--- config.mk ---
export PLATFORM = sky130hd
export DESIGN_NAME = reg_bus_ctrl
export DESIGN_NICKNAME = d
export VERILOG_FILES = /design/src/rtl/reg_bus_pkg.sv /design/src/rtl/reg_bus_timeout.sv /design/src/rtl/reg_bus_ctrl.sv
export SDC_FILE = /design/constraint.sdc
export NUM_CORES = 1
export LEC_CHECK = 0
export ABC_AREA = 1
export CAP_MARGIN = 20
export CORE_MARGIN = 2
export CORE_UTILIZATION = 37
export DETAILED_ROUTE_END_ITERATION = 6
export PLACE_DENSITY = 0.7
export RECOVER_POWER = 25
export SLEW_MARGIN = 20
export SYNTH_ARGS = -nofsm -noshare
export SYNTH_HDL_FRONTEND = slang
export SYNTH_HIERARCHICAL = 1
export SYNTH_SLANG_ARGS = --single-unit
--- constraint.sdc ---
create_clock -name clk -period 3.05 [get_ports clk]
set_input_delay 0.4575 -clock clk [delete_from_list [all_inputs] [get_ports clk]]
set_output_delay 0.4575 -clock clk [all_outputs]
set_load 0.02 [all_outputs]
--- src/rtl/reg_bus_pkg.sv ---
// Shared types and defaults for the host register bus controller.
package reg_bus_pkg;

    typedef enum logic [1:0] {
        ST_IDLE,
        ST_WRITE,
        ST_READ_WAIT,
        ST_RESP
    } state_e;

    localparam int DEF_NUM_REGS = 8;
    localparam int DEF_DATA_W   = 1;
    localparam int DEF_TIMEOUT  = 16;

    function automatic int rdata_off(input int idx, input int width);
        return idx * width;
    endfunction

endpackage

--- src/rtl/reg_bus_timeout.sv ---
// Read-wait watchdog: loads TIMEOUT-1 on entry, counts down while enabled,
// flags expiry when the terminal count is reached.
module reg_bus_timeout
    import reg_bus_pkg::*;
#(
    parameter int TIMEOUT = DEF_TIMEOUT
) (
    input  logic clk,
    input  logic rst_n,
    input  logic load,
    input  logic en,
    output logic expired
);

    localparam int CNT_W = (TIMEOUT > 1) ? $clog2(TIMEOUT) : 1;

    logic [CNT_W-1:0] cnt_q, cnt_d;

    always_comb begin
        cnt_d = cnt_q;
        if (load) begin
            cnt_d = CNT_W'(TIMEOUT - 1);
        end else if (en && cnt_q != '0) begin
            cnt_d = cnt_q - CNT_W'(1);
        end
    end

    always_ff @(posedge clk or negedge rst_n) begin
        if (!rst_n) begin
            cnt_q <= '0;
        end else begin
            cnt_q <= cnt_d;
        end
    end

    assign expired = en && (cnt_q == '0);

endmodule

--- src/rtl/reg_bus_ctrl.sv ---
// Host-side register access controller: one request in flight, one response each.
// Define REG_BUS_TIMEOUT_EN to error out reads whose register never answers.
//
//   state        | meaning
//   -------------+-----------------------------------------------------
//   ST_IDLE      | req_ready high, waiting for a host request
//   ST_WRITE     | one-cycle write strobe to the addressed register
//   ST_READ_WAIT | read enable held until the register reports ready
//   ST_RESP      | response presented until the host takes it
module reg_bus_ctrl
    import reg_bus_pkg::*;
#(
    parameter int NUM_REGS = DEF_NUM_REGS,
    parameter int DATA_W   = DEF_DATA_W,
    parameter int ADDR_W   = 3,
    parameter int TIMEOUT  = DEF_TIMEOUT
) (
    input  logic                       clk,
    input  logic                       rst_n,
    input  logic                       req_valid,
    output logic                       req_ready,
    input  logic                       req_write,
    input  logic [ADDR_W-1:0]          req_addr,
    input  logic [DATA_W-1:0]          req_wdata,
    output logic                       resp_valid,
    input  logic                       resp_ready,
    output logic [DATA_W-1:0]          resp_rdata,
    output logic                       resp_err,
    output logic [NUM_REGS-1:0]        reg_wen,
    output logic [NUM_REGS-1:0]        reg_ren,
    output logic [DATA_W-1:0]          reg_wdata,
    input  logic [NUM_REGS*DATA_W-1:0] reg_rdata,
    input  logic [NUM_REGS-1:0]        reg_ready
);

    localparam logic [ADDR_W:0]     NUM_REGS_W = (ADDR_W + 1)'(NUM_REGS);
    localparam logic [NUM_REGS-1:0] SEL_LSB    = NUM_REGS'(1);

    state_e              state_q, state_d;
    logic                req_ready_q, req_ready_d;
    logic                resp_valid_q, resp_valid_d;
    logic [DATA_W-1:0]   resp_rdata_q, resp_rdata_d;
    logic                resp_err_q, resp_err_d;
    logic [NUM_REGS-1:0] reg_wen_q, reg_wen_d;
    logic [NUM_REGS-1:0] reg_ren_q, reg_ren_d;
    logic [DATA_W-1:0]   reg_wdata_q, reg_wdata_d;
    logic [ADDR_W-1:0]   addr_q, addr_d;
    logic                first_q, first_d;

    logic [DATA_W-1:0]   sel_rdata;
    logic                sel_ready;
    logic                tmo_load;
    logic                tmo_expired;

    always_comb begin
        sel_rdata = '0;
        sel_ready = 1'b0;
        for (int i = 0; i < NUM_REGS; i++) begin
            if (addr_q == ADDR_W'(i)) begin
                sel_rdata = reg_rdata[rdata_off(i, DATA_W) +: DATA_W];
                sel_ready = reg_ready[i];
            end
        end
    end

    always_comb begin
        state_d      = state_q;
        resp_valid_d = resp_valid_q;
        resp_rdata_d = resp_rdata_q;
        resp_err_d   = resp_err_q;
        reg_wen_d    = '0;
        reg_ren_d    = reg_ren_q;
        reg_wdata_d  = reg_wdata_q;
        addr_d       = addr_q;
        first_d      = 1'b0;
        tmo_load     = 1'b0;

        case (state_q)
            ST_IDLE: begin
                if (req_ready_q && req_valid) begin
                    addr_d      = req_addr;
                    reg_wdata_d = req_wdata;
                    if ({1'b0, req_addr} >= NUM_REGS_W) begin
                        state_d      = ST_RESP;
                        resp_valid_d = 1'b1;
                        resp_rdata_d = '0;
                        resp_err_d   = 1'b1;
                    end else if (req_write) begin
                        state_d   = ST_WRITE;
                        reg_wen_d = SEL_LSB << req_addr;
                    end else begin
                        state_d   = ST_READ_WAIT;
                        reg_ren_d = SEL_LSB << req_addr;
                        first_d   = 1'b1;
                        tmo_load  = 1'b1;
                    end
                end
            end
            ST_WRITE: begin
                state_d      = ST_RESP;
                resp_valid_d = 1'b1;
                resp_rdata_d = '0;
                resp_err_d   = 1'b0;
            end
            ST_READ_WAIT: begin
                // Ready is registered in the register block, so the first cycle may be stale.
                if (!first_q && sel_ready) begin
                    state_d      = ST_RESP;
                    reg_ren_d    = '0;
                    resp_valid_d = 1'b1;
                    resp_rdata_d = sel_rdata;
                    resp_err_d   = 1'b0;
                end else if (tmo_expired) begin
                    state_d      = ST_RESP;
                    reg_ren_d    = '0;
                    resp_valid_d = 1'b1;
                    resp_rdata_d = '0;
                    resp_err_d   = 1'b1;
                end
            end
            ST_RESP: begin
                if (resp_ready) begin
                    state_d      = ST_IDLE;
                    resp_valid_d = 1'b0;
                end
            end
            default: begin
                state_d = ST_IDLE;
            end
        endcase

        req_ready_d = (state_d == ST_IDLE);
    end

`ifdef REG_BUS_TIMEOUT_EN
    reg_bus_timeout #(
        .TIMEOUT(TIMEOUT)
    ) u_timeout (
        .clk    (clk),
        .rst_n  (rst_n),
        .load   (tmo_load),
        .en     (state_q == ST_READ_WAIT),
        .expired(tmo_expired)
    );
`else
    logic unused_tmo;
    assign tmo_expired = 1'b0;
    assign unused_tmo  = tmo_load ^ (TIMEOUT > 0);
`endif

    always_ff @(posedge clk or negedge rst_n) begin
        if (!rst_n) begin
            state_q      <= ST_IDLE;
            req_ready_q  <= 1'b0;
            resp_valid_q <= 1'b0;
            resp_rdata_q <= '0;
            resp_err_q   <= 1'b0;
            reg_wen_q    <= '0;
            reg_ren_q    <= '0;
            reg_wdata_q  <= '0;
            addr_q       <= '0;
            first_q      <= 1'b0;
        end else begin
            state_q      <= state_d;
            req_ready_q  <= req_ready_d;
            resp_valid_q <= resp_valid_d;
            resp_rdata_q <= resp_rdata_d;
            resp_err_q   <= resp_err_d;
            reg_wen_q    <= reg_wen_d;
            reg_ren_q    <= reg_ren_d;
            reg_wdata_q  <= reg_wdata_d;
            addr_q       <= addr_d;
            first_q      <= first_d;
        end
    end

    assign req_ready  = req_ready_q;
    assign resp_valid = resp_valid_q;
    assign resp_rdata = resp_rdata_q;
    assign resp_err   = resp_err_q;
    assign reg_wen    = reg_wen_q;
    assign reg_ren    = reg_ren_q;
    assign reg_wdata  = reg_wdata_q;

endmodule

==> results of run 1 <==
==> worst paths after layout <==
| check | end | slack, ps | cells after the start |
|---|---|---|---|
| setup / recovery | req_ready | 1280 | 1 |
| hold / removal | reg_ren[7] | 500 | 2 |
| setup reg to reg | reg_ren[1] | 1440 | 9 |
| hold reg to reg | reg_ren[7] | 500 | 2 |
| max in group asynchronous | reg_wen[4] | 1320 | 2 |
| min in group asynchronous | reg_ren[2] | 950 | 2 |
==> cell type report <==
class	instances	area (um2)	area share
multi-input cells	111	572	0.318
well taps	46	57.6	0.0320
flip-flops and latches	26	651	0.362
clock buffers	3	22.5	0.0125
repair buffers	45	444	0.247
inverters	14	52.6	0.0292
==> power by group through the flow <==
stage                     combinational (W)  sequential (W)  clock [W]
after floorplan                    0.000371        0.000535          0
after global placement             0.000582        0.000498          0
after detailed placement           0.000596        0.000503          0
after CTS                          0.000600        0.000496   0.000142
after global routing               0.000661        0.000510   0.000157
final                              0.000590        0.000495   0.000139
==> cells in the mapped netlist (all sizes together) <==
master / count
nand3: 27
buf: 3
conb: 1
inv: 14
nor2: 26
dfrtp: 26
o21ai: 7
nor3: 3
nand4: 6
or2: 1
a21oi: 2
nand2: 36
mux2: 1
o21a: 1
==> worst min-delay path, cell delays in order (launching register included) <==
cell	delay [ps]
dfrtp_1	370
nand2_1	50
nand2_1	50
==> cells by family (layout without fill, tap and decap cells) <==
| group | after synthesis | after routing | share of synthesized area |
|---|---|---|---|
| compound gates | 10 | 10 | 0.0404 |
| buf+inv | 17 | 62 | 0.0606 |
| flops | 26 | 26 | 0.500 |
| mux | 1 | 1 | 0.00865 |
| other cells | 1 | 1 | 0.00288 |
| simple gates | 99 | 99 | 0.388 |
==> state kept, by name, indices dropped and copies added (netlist names) <==
| name | flops |
|---|---|
| reg_wen | 8 |
| reg_wdata | 1 |
| resp_rdata | 1 |
| req_ready | 1 |
| state_q | 2 |
| reg_ren | 8 |
| addr_q | 3 |
| first_q | 1 |
| resp_valid | 1 |
==> metal layers <==
| layer | part of all wire | GRT usage | up-vias |
|---|---|---|---|
| met3 | 0.075 | 0.0446 | 8 |
| met4 | 0.015 | 0.0625 | 0 |
| li1 | - | - | 594 |
| met5 | 0 | 0 | - |
| met2 | 0.47 | 0.255 | 41 |
| met1 | 0.44 | 0.204 | 531 |
==> stage by stage <==
stage	cells	power [W]
floorplan	154	0.000906
global placement	242	0.00108
detailed placement	242	0.00110
CTS	245	0.00124
global route	245	0.00133
finish	245	0.00122
==> run metrics, run 1 <==
status=complete, no violations; area leader, netlist=dfrtp_1; global-route wire length before repair=5150 um; total number of vias=1174; Worst Skew=3.26 ps; Reg clk slew, reported paths=130 ps; row count=21; Final period util=0.579; total track usage=0.159; Critical Path Start=req_ready; critical path arrival=1310 ps; post-DP HPWL=2260 um; Die Y-Extent=63.3 um; Least-Margin Pin Slew=1330 ps; share of cells above drive strength 1=0.0804; Finished Core Util=0.535; Mapped Area=1300 um2; setup bufs post-CTS=0; RePlAce Congestion=0.825; CTS tree=yes; Leak Pwr=0.844 nW; TritonCTS sink count=26; Crit Path Max Fanout=2; Post-Place Worst Slack=1220 ps; clock root cell=clkbuf_4; fin. max-slew vios=0; relative slew slack=0.110; Worst VDD drop=334 uV; Logic pwr share=0.482; NumNets Final=226; Net Sw Frac=0.418; HP Start=reg_ren[7]; synth unique cells=23; Max Clock Freq=566 MHz; syn_nets=179; Skew-Pair Late Insertion Delay=310 ps; top cells by area, synth=dfrtp_1, nand3_1, nand2_1, nor2_1, inv_1; setup TNS=0 ps; Mean Syn Cell Area=8.45 um2; Critical Path Max Stage Delay=620 ps; area delta synth->final=38.3%; die area=4010 um2; design area=1800 um2; # Max-Cap Violations=0; Core Region=3360 um2; H-tree Lvls=1; Resized cells post-CTS=0; vias per inst=4.79; Worst Hold Class=flop to flop; Psw=0.000511 W; number of port buffers=44; Synth top area share=0.500; Buf/Inv on CP=1; Flop pwr share=0.404; vias in the first global route=1148; drt initial violations=77; crit start category=flop; # DRC=0; clock group share of total power=0.113; Crit Path Category=flop to output port; sequential fraction of the synthesis area=0.500; crit path time final=1770 ps; final WL=2910 um; #FFs+latches synth=26; clk buf depth=2; commonest non-fill, non-tap cell in the layout=clkdlybuf4s50_1; CTS Buf Count=3; P_int=0.000713 W; yosys warns=6; most frequent cells in the layout=clkdlybuf4s50_1, nand2_1, dfrtp_1; ant diodes=0; die width=63.3 um; RSZ-0062 raised after global routing=false; area post-placement=1780 um2; residual overflow from global routing=0; CTS hold repair buffers=0; Crit path max-delay family=buffers and inverters; Starting Density=0.387; Mapped Cells=154; largest net degree at the start of global routing=27; final antenna-violating net count=0; crit-path cells=clkdlybuf4s50_1; slowest cell on the critical path=clkdlybuf4s50_1; fill count=331; initial antenna violation count=0; IO Pins=46; Setup WS post-layout=1280 ps; # setup viols final=0; wire per inst=11.9 um; launching point of the worst reg2reg path=addr_q[1]; PwrDens=680 nW/um2; drt first pass iters=4; final hold vios=0; Hold Worst Slack=498 ps; critical path data required time=2590 ps; CP Capture Type=output port
No activity file was read; power rests on OpenSTA's default activity.
==> inputs of run 2 (changes only) <==
clock period = 1.85 ns   (was 3.05 ns; I/O delays follow)
==> run 2 against run 1 <==
Net effect: critical path depth up 8; combinational power increased by 66%; sequential share of layout area unchanged; via count fell by 0.77%; hold slack lost 14 ps; core utilization did not move; non-clock buffer count unchanged; clock skew is 1.8 ps lower; critical path type is now flop to flop; critical endpoint is now reg_ren[1].
==> run metrics, run 2 (same netlist as run 1, synthesis figures left out) <==
PwrDens=1120 nW/um2 (was 680 nW/um2); final hold vios=0 (unchanged); HP Start=reg_ren[0] (was reg_ren[7]); drt initial violations=44 (was 77); critical path arrival=1850 ps (was 1310 ps); global-route wire length before repair=4890 um (was 5150 um); P_int=0.00118 W (was 0.000713 W); RSZ-0062 raised after global routing=false (unchanged); number of port buffers=44 (unchanged); Net Sw Frac=0.418 (about the same); total track usage=0.151 (was 0.159); total number of vias=1165 (was 1174); fin. max-slew vios=0 (unchanged); clock root cell=clkbuf_4 (unchanged); Logic pwr share=0.484 (was 0.482); relative slew slack=0.119 (was 0.110); critical path data required time=2070 ps (was 2590 ps); largest net degree at the start of global routing=27 (unchanged); RePlAce Congestion=0.829 (was 0.825); ant diodes=0 (unchanged); Resized cells post-CTS=0 (unchanged); crit start category=flop (unchanged); r2r endpoint=reg_ren[1] (unchanged); Buf/Inv on CP=1 (unchanged); Critical Path Max Stage Delay=540 ps (was 620 ps); die area=4010 um2 (unchanged); drt first pass iters=4 (unchanged); CTS Buf Count=3 (unchanged); Worst Hold Class=flop to flop (unchanged); H-tree Lvls=1 (unchanged); post-DP HPWL=2220 um (was 2260 um); final antenna-violating net count=0 (unchanged); vias in the first global route=1138 (was 1148); fill count=330 (was 331); Core Region=3360 um2 (unchanged); initial antenna violation count=0 (unchanged); slowest cell on the critical path=dfrtp_1 (was clkdlybuf4s50_1); Hold Path Depth=2 (unchanged); crit-path cells=inv_1 -> nor3_1 -> a21oi_1 -> nand3_2 -> nand2_4 -> nand2_8 -> nand2_8 -> nand2_1 -> nand2_1 (was clkdlybuf4s50_1); Worst Skew=1.46 ps (was 3.26 ps); row count=21 (unchanged); CTS hold repair buffers=0 (unchanged); wire per inst=11.8 um (was 11.9 um); Worst VDD drop=601 uV (was 334 uV); # DRC=0 (unchanged); IO Pins=46 (unchanged); Die Y-Extent=63.3 um (unchanged); die width=63.3 um (unchanged); setup bufs post-CTS=0 (unchanged); clk buf depth=2 (unchanged); CTS tree=yes (unchanged); Register-to-Register Setup Slack=210 ps (was 1440 ps); status=complete, no violations (unchanged); Max Clock Freq=611 MHz; residual overflow from global routing=0 (unchanged); # Max-Cap Violations=0 (unchanged); launching point of the worst reg2reg path=addr_q[1] (unchanged); Hold Worst Slack=484 ps (was 498 ps); Flop pwr share=0.404 (about the same); r2r worst-path depth=9 (unchanged); share of cells above drive strength 1=0.0804 (unchanged); area delta synth->final=38.3% (unchanged); final WL=2890 um (was 2910 um); Psw=0.000842 W (was 0.000511 W); Crit Path Category=flop to flop (was flop to output port); # setup viols final=0 (unchanged); register area=651 um2 (unchanged); vias per inst=4.76 (was 4.79); Crit path max-delay family=simple AND/OR/NAND/NOR gates (was buffers and inverters); commonest non-fill, non-tap cell in the layout=clkdlybuf4s50_1 (unchanged); most frequent cells in the layout=clkdlybuf4s50_1, nand2_1, dfrtp_1 (unchanged); crit path time final=1640 ps; Skew-Pair Late Insertion Delay=310 ps (about the same); setup TNS=0 ps (unchanged); Least-Margin Pin Slew=1320 ps (was 1330 ps); Final period util=0.884; TritonCTS sink count=26 (unchanged); CP Capture Type=flop (was output port); Leak Pwr=0.844 nW (about the same); Starting Density=0.387 (unchanged); area of the multi-input gates=572 um2 (unchanged); Hold Crit Endpoint=reg_ren[0] (was reg_ren[7]); NumNets Final=226 (unchanged); clock group share of total power=0.112 (was 0.113); Reg clk slew, reported paths=130 ps (about the same); Crit Path Max Fanout=9 (was 2)
-- run 2: power groups by stage --
stage / logic (W) / registers, W / clock network, W
global route: 0.00109 / 0.000836 / 0.000254
finish: 0.000977 / 0.000814 / 0.000226
CTS: 0.000990 / 0.000816 / 0.000239
floorplan: 0.000611 / 0.000882 / 0
detailed placement: 0.000983 / 0.000828 / 0
global placement: 0.000959 / 0.000821 / 0
-- run 2: metrics by stage --
stage               area [um2]  setup slack, ps  power, W  instances  utilization
floorplan                 1300              437   0.00149        154            -
global placement          1780              242   0.00178        242        0.529
detailed placement        1780              206   0.00181        242        0.529
CTS                       1800              210   0.00205        245        0.536
global route              1800             54.4   0.00218        245        0.535
finish                    1800              214   0.00202        245        0.535
-- run 2: area by class of cell --
type | instances | share of cell area
Clock buffer | 3 | 0.0125
Inverter | 14 | 0.0292
Multi-Input combinational cell | 111 | 0.318
Sequential cell | 26 | 0.362
Tap cell | 46 | 0.0320
Timing Repair Buffer | 45 | 0.247
-- run 2: per-layer routing --
layer	wire (um)	vias to the layer above	track usage
met5	0	-	0
met4	23	0	0.0462
met3	201	4	0.0393
met2	1410	43	0.259
met1	1250	528	0.186
li1	-	590	-
-- run 2: worst max-delay path by stage --
stage            startpoint         end  slack, ps  cells after the start
2_1_floorplan     addr_q[2]  reg_ren[0]        440                     12
3_3_place_gp   reg_ready[1]  reg_ren[7]        240                     11
3_5_place_dp   reg_ready[1]  reg_ren[1]        210                     12
4_1_cts           addr_q[1]  reg_ren[1]        210                      9
5_1_grt           addr_q[2]  reg_ren[1]         50                     12
6_report          addr_q[1]  reg_ren[1]        210                      9
-- run 2: worst register-to-register path, cell delays in order (launching register included) --
cell and delay [ps]:
dfrtp_1 540, inv_1 120, nor3_1 280, a21oi_1 120, nand3_2 110, nand2_4 80, nand2_8 110, nand2_8 70
nand2_1 70, nand2_1 50
==> inputs of run 3 (changes only) <==
CTS_CLUSTER_SIZE = 14   (was unset)
==> results of run 3 <==
No change in the layout: final DEF, timing and power equal those of run 2.
